<file path="src/rtl/mult_restore_pkg.sv">
// Shared definitions for the divide/restore pair: one-hot control states and
// the default operand width.
package mult_restore_pkg;

  localparam int DEFAULT_WIDTH = 4;

  typedef enum logic [2:0] {
    INITIAL = 3'b001,
    COMPUTE = 3'b010,
    DONE_S  = 3'b100
  } state_e;

endpackage : mult_restore_pkg

</file>
<file path="src/rtl/mult_restore.sv">
// Iterative shift-add multiplier rebuilding a dividend: Product = Qin*Yin + Rin.
// Start/Done/Ack handshake with one-hot INITIAL/COMPUTE/DONE_S control.
module mult_restore
  import mult_restore_pkg::*;
#(
  parameter int WIDTH = DEFAULT_WIDTH
) (
  input  logic               Clk,
  input  logic               Reset,
  input  logic [WIDTH-1:0]   Qin,
  input  logic [WIDTH-1:0]   Yin,
  input  logic [WIDTH-1:0]   Rin,
  input  logic               Start,
  input  logic               Ack,
  output logic               Done,
  output logic [2*WIDTH-1:0] Product
);

  localparam int CW = $clog2(WIDTH) + 1;

  state_e               state_q, state_d;
  logic [WIDTH-1:0]     a_q, a_d;
  logic [2*WIDTH-1:0]   b_q, b_d;
  logic [2*WIDTH-1:0]   prod_q, prod_d;
  logic [CW-1:0]        cnt_q, cnt_d;

  // Next-state and datapath update for the control unit.
  always_comb begin
    state_d = state_q;
    a_d     = a_q;
    b_d     = b_q;
    prod_d  = prod_q;
    cnt_d   = cnt_q;
    case (state_q)
      INITIAL: begin
        // Operands are captured every idle cycle; Product tracks Rin until Done.
        a_d    = Qin;
        b_d    = {{WIDTH{1'b0}}, Yin};
        prod_d = {{WIDTH{1'b0}}, Rin};
        cnt_d  = '0;
        if (Start) begin
          state_d = COMPUTE;
        end else begin
          state_d = INITIAL;
        end
      end
      COMPUTE: begin
        if (a_q[0]) begin
          prod_d = prod_q + b_q;
        end else begin
          prod_d = prod_q;
        end
        a_d   = a_q >> 1;
        b_d   = b_q << 1;
        cnt_d = cnt_q + CW'(1);
        // Fixed latency: no early exit when a reaches zero.
        if (cnt_q == CW'(WIDTH - 1)) begin
          state_d = DONE_S;
        end else begin
          state_d = COMPUTE;
        end
      end
      DONE_S: begin
        if (Ack) begin
          state_d = INITIAL;
        end else begin
          state_d = DONE_S;
        end
      end
      default: begin
        state_d = INITIAL;
      end
    endcase
  end

  // State and datapath registers with synchronous reset.
  always_ff @(posedge Clk) begin
    if (Reset) begin
      state_q <= INITIAL;
      a_q     <= '0;
      b_q     <= '0;
      prod_q  <= '0;
      cnt_q   <= '0;
    end else begin
      state_q <= state_d;
      a_q     <= a_d;
      b_q     <= b_d;
      prod_q  <= prod_d;
      cnt_q   <= cnt_d;
    end
  end

  assign Done    = (state_q == DONE_S);
  assign Product = prod_q;

endmodule : mult_restore

</file>
<file path="config.mk">
export PLATFORM = sky130hd
export DESIGN_NAME = mult_restore
export DESIGN_NICKNAME = d
export VERILOG_FILES = /design/src/rtl/mult_restore_pkg.sv /design/src/rtl/mult_restore.sv
export SDC_FILE = /design/constraint.sdc
export NUM_CORES = 1
export LEC_CHECK = 0
export ABC_AREA = 1
export CORE_MARGIN = 2
export CORE_UTILIZATION = 40
export CTS_BUF_LIST = sky130_fd_sc_hd__clkbuf_4 sky130_fd_sc_hd__clkbuf_8
export DETAILED_ROUTE_END_ITERATION = 8
export PLACE_DENSITY_LB_ADDON = 0.25
export REMOVE_ABC_BUFFERS = 1
export SLEW_MARGIN = 20
export SYNTH_ARGS = -nofsm -noshare
export SYNTH_HDL_FRONTEND = slang
export SYNTH_SLANG_ARGS = --single-unit
</file>
<file path="constraint.sdc">
create_clock -name Clk -period 2 [get_ports Clk]
set_input_delay 0.4 -clock Clk [delete_from_list [all_inputs] [get_ports Clk]]
set_output_delay 0.4 -clock Clk [all_outputs]
set_load 0.02 [all_outputs]
</file>
==> out/results.tsv <==
stage	metric	value	unit
setup_path	register-to-register setup slack	0.32	ns
routing	# DRC	0	
yosys	Cells after Synth	189	
clocking	Hold-fix buffers, CTS	0	
finish	Final #Nets	240	
global_routing	initial antenna violation count	0	
yosys	post-synthesis sequential area ratio	0.3691	
clocking	CTS tree	built	
finish	# diodes	0	
routing	post-detailed-route wirelength per cell	11.06	um
setup_path	crit path buf inv count	1	
sta	max-slew violations	0	
worst_hold_path	Hold Crit Class	flop to flop	
global_routing	routing usage on met2	0.2579	
setup_path	Worst Path Max Fanout	3	
routing	Routed WL	2865	um
floorplanning	Die Span X	63.38	um
finish	Reg area	520.5	um^2
setup_path	critical path, cell by cell	clkdlybuf4s50_1	
floorplanning	Die Ht	63.38	um
sta	# setup viols final	0	
yosys	Distinct cells, synth	29	
clocking	clock tree buffer depth	2	
yosys	post-synthesis mux area share	0	
routing	Initial DRT Pass Iterations	4	
sta	Final Cycle Share	0.8740	
pwr	Worst IR Drop VDD	0.5598	mV
yosys	Synth Register Bits	26	
setup_path	crit-path leading delay family	buffers and inverters	
job	Max Cap Violations	0	
sta	unrepaired setup endpoints after global routing	no	
sta	Final Critical Period	1.748	ns
global_routing	met1 Track Usage GR	0.2093	
finish	Fill cells	354	
setup_path	CP max-delay cell	clkdlybuf4s50_1	
global_routing	Total Routing Usage GR	0.1558	
sta	Final Hold Fails	0	
routing	Antenna Violating Nets Remaining	0	
finish	layout cell share with drive strength beyond 1	0.07512	
sta	Fin Setup TNS	0	ns
pwr	LEAKAGE	0.7520	nW
finish	Layout area overhead	23.07	%
placement	number of port buffers	24	
placement	HPWL Detailed	2162	um
clocking	clock-pin slew on the worst setup and hold paths	0.15	ns
yosys	Syn Area/Cell	7.461	um^2
yosys	simple-gate share of the synthesized area	0.2786	
global_routing	largest net degree at the start of global routing	17	
yosys	Synth warnings	0	
yosys	combinational family with the most area after synthesis	simple AND/OR/NAND/NOR gates	
placement	RD Place Congestion	0.7926	
yosys	post-synthesis compound-gate area fraction	0.1659	
floorplanning	Starting Density	0.4193	
setup_path	CP startpoint kind	flop	
floorplanning	# IOs	25	
setup_path	crit path capture type	output pin	
setup_path	WP data required	1.60	ns
outcome	outcome	finished clean	
sta	Max-Slew Margin vs Limit	0.7631	
global_routing	total gr overflow	0	
floorplanning	die area	0.004016	mm^2
sta	worst slew pin tran	0.3550	ns
clocking	Num CTS Buffers	3	
floorplanning	core area	0.003363	mm^2
routing	vias	1248	
setup_path	critical path type	flop to output pin	
setup_path	CP arrival	1.35	ns
floorplanning	Row Count	21	
clocking	H-tree depth	1	
global_routing	vias in the first global route	1158	
routing	Via density	4.819	
global_routing	first-pass GRT wire length	5112	um
pwr	Final Power	1.226	mW
yosys	Post-Synth Adder-Cell Area	0.09406	
pwr	pwr dens	706.2	mW/mm^2
yosys	Mapped Area	0.001410	mm^2
sta	Fmax achieved	572.1	MHz
clocking	clk root buf	clkbuf_4	
setup_path	CP peak stage delay	0.62	ns
yosys	synthesized-area fraction occupied by xor and xnor cells	0.006211	
clocking	TritonCTS Sinks	26	
routing	number of DRC markers in iteration 0	56	
global_routing	busiest grt layer	met2	
sta	Worst Skew	0.003700	ns
clocking	Skew-Pair Late Insertion Delay	0.33	ns
finish	multi-input logic area	768.2	um^2
global_routing	met3 Use GR	0.03750	
## layer usage
layer	wire length, um	vias up
met5	0	-
met4	13	0
met1	1434	551
li1	-	673
met2	1311	22
met3	106	2
## layout make-up
class | count | area share
Inverter | 24 | 0.05191
Multi-Input combinational cell | 134 | 0.4427
Clock buffer | 3 | 0.01298
Clock inverter | 1 | 0.01730
Sequential cell | 26 | 0.2999
Timing Repair Buffer | 25 | 0.1420
Tap cell | 46 | 0.03317
## stage by stage
| stage | setup slack (ns) | util | hold WS (ns) | cell area, um^2 | instances |
|---|---|---|---|---|---|
| final | 0.2520 | 0.5160 | 0.4702 | 1735 | 259 |
| after global routing | 0.1321 | 0.5160 | 0.5005 | 1735 | 259 |
| after CTS | 0.2270 | 0.5160 | 0.4698 | 1735 | 259 |
| after detailed placement | 0.3468 | 0.5007 | 0.4510 | 1684 | 255 |
| after global placement | 0.3840 | 0.5007 | 0.4495 | 1684 | 255 |
| after floorplan | 0.3457 | - | 0.4289 | 1379 | 184 |
## kinds of logic after synthesis
kind of cell | Yosys count
AO/OA/AOI/OAI | 39
XOR/XNOR | 1
adder cells (fa/ha/maj) | 10
buffers and inverters | 29
flip-flops | 26
AND/OR/NAND/NOR | 84
## cell usage in the layout (no fill, tap or decap), types with 2 or more instances in the layout
master            n
nor2_1           14
a21oi_1          20
clkdlybuf4s50_1  23
nand3b_1          3
inv_1            20
dfxtp_1          26
nand3_1          11
clkbuf_4          3
or2_1             3
inv_2             4
o221ai_1          4
o22ai_1           2
nand2_1          47
nand3_4           2
a31oi_1           3
ha_1              9
o21ai_0           6
## Yosys cell counts
| library cell | instances | area, um^2 |
|---|---|---|
| fa_1 | 1 | 20.02 |
| o21ai_0 | 6 | 30.03 |
| dfxtp_1 | 26 | 520.5 |
| buf_6 | 1 | 11.26 |
| o221ai_1 | 4 | 35.03 |
| and2_4 | 1 | 8.760 |
| a31oi_1 | 3 | 18.77 |
| or2_1 | 3 | 18.77 |
| nand2_1 | 47 | 176.4 |
| xor2_1 | 1 | 8.760 |
| nand2_4 | 1 | 11.26 |
| nand3_1 | 11 | 55.05 |
| a211oi_1 | 1 | 7.510 |
| a21oi_2 | 1 | 8.760 |
| nand3_4 | 2 | 35.03 |
| nand3b_1 | 3 | 22.52 |
| clkbuf_1 | 2 | 7.510 |
| or2_0 | 1 | 6.260 |
| o21ai_4 | 1 | 16.27 |
| buf_2 | 1 | 5.000 |
| inv_2 | 4 | 15.01 |
| buf_4 | 1 | 7.510 |
| or2_2 | 1 | 6.260 |
| ha_1 | 9 | 112.6 |
| nor2_1 | 14 | 52.55 |
| inv_1 | 20 | 75.07 |
| a21oi_1 | 20 | 100.1 |
| o21ai_1 | 1 | 5.000 |
| o22ai_1 | 2 | 12.51 |
## sequential cells by signal, summed over array words and instances (netlist names)
| register | flops |
|---|---|
| cnt_q | 3 |
| state_q | 3 |
| b_q | 8 |
| Product | 8 |
| a_q | 4 |
## power by group
part           internal (mW)  switching [mW]
combinational          0.119           0.156
clock                  0.203           0.166
sequential             0.555          0.0269
## what timing repair did
item	4_1_cts	5_1_grt
buffers inserted	0	0
gates resized for setup	1	0
endpoints found under the hold margin	0	0
endpoints found under the setup margin	1	0
## final timing paths
kind	cells after the start	startpoint	to
worst min register to register	1	cnt_q[0]	cnt_q[0]
worst max register to register	10	Product[0]	Product[4]
worst max-delay path	1	Product[4]	Product[4]
worst min-delay path	1	cnt_q[0]	cnt_q[0]
No activity file was read; power rests on OpenSTA's default activity.
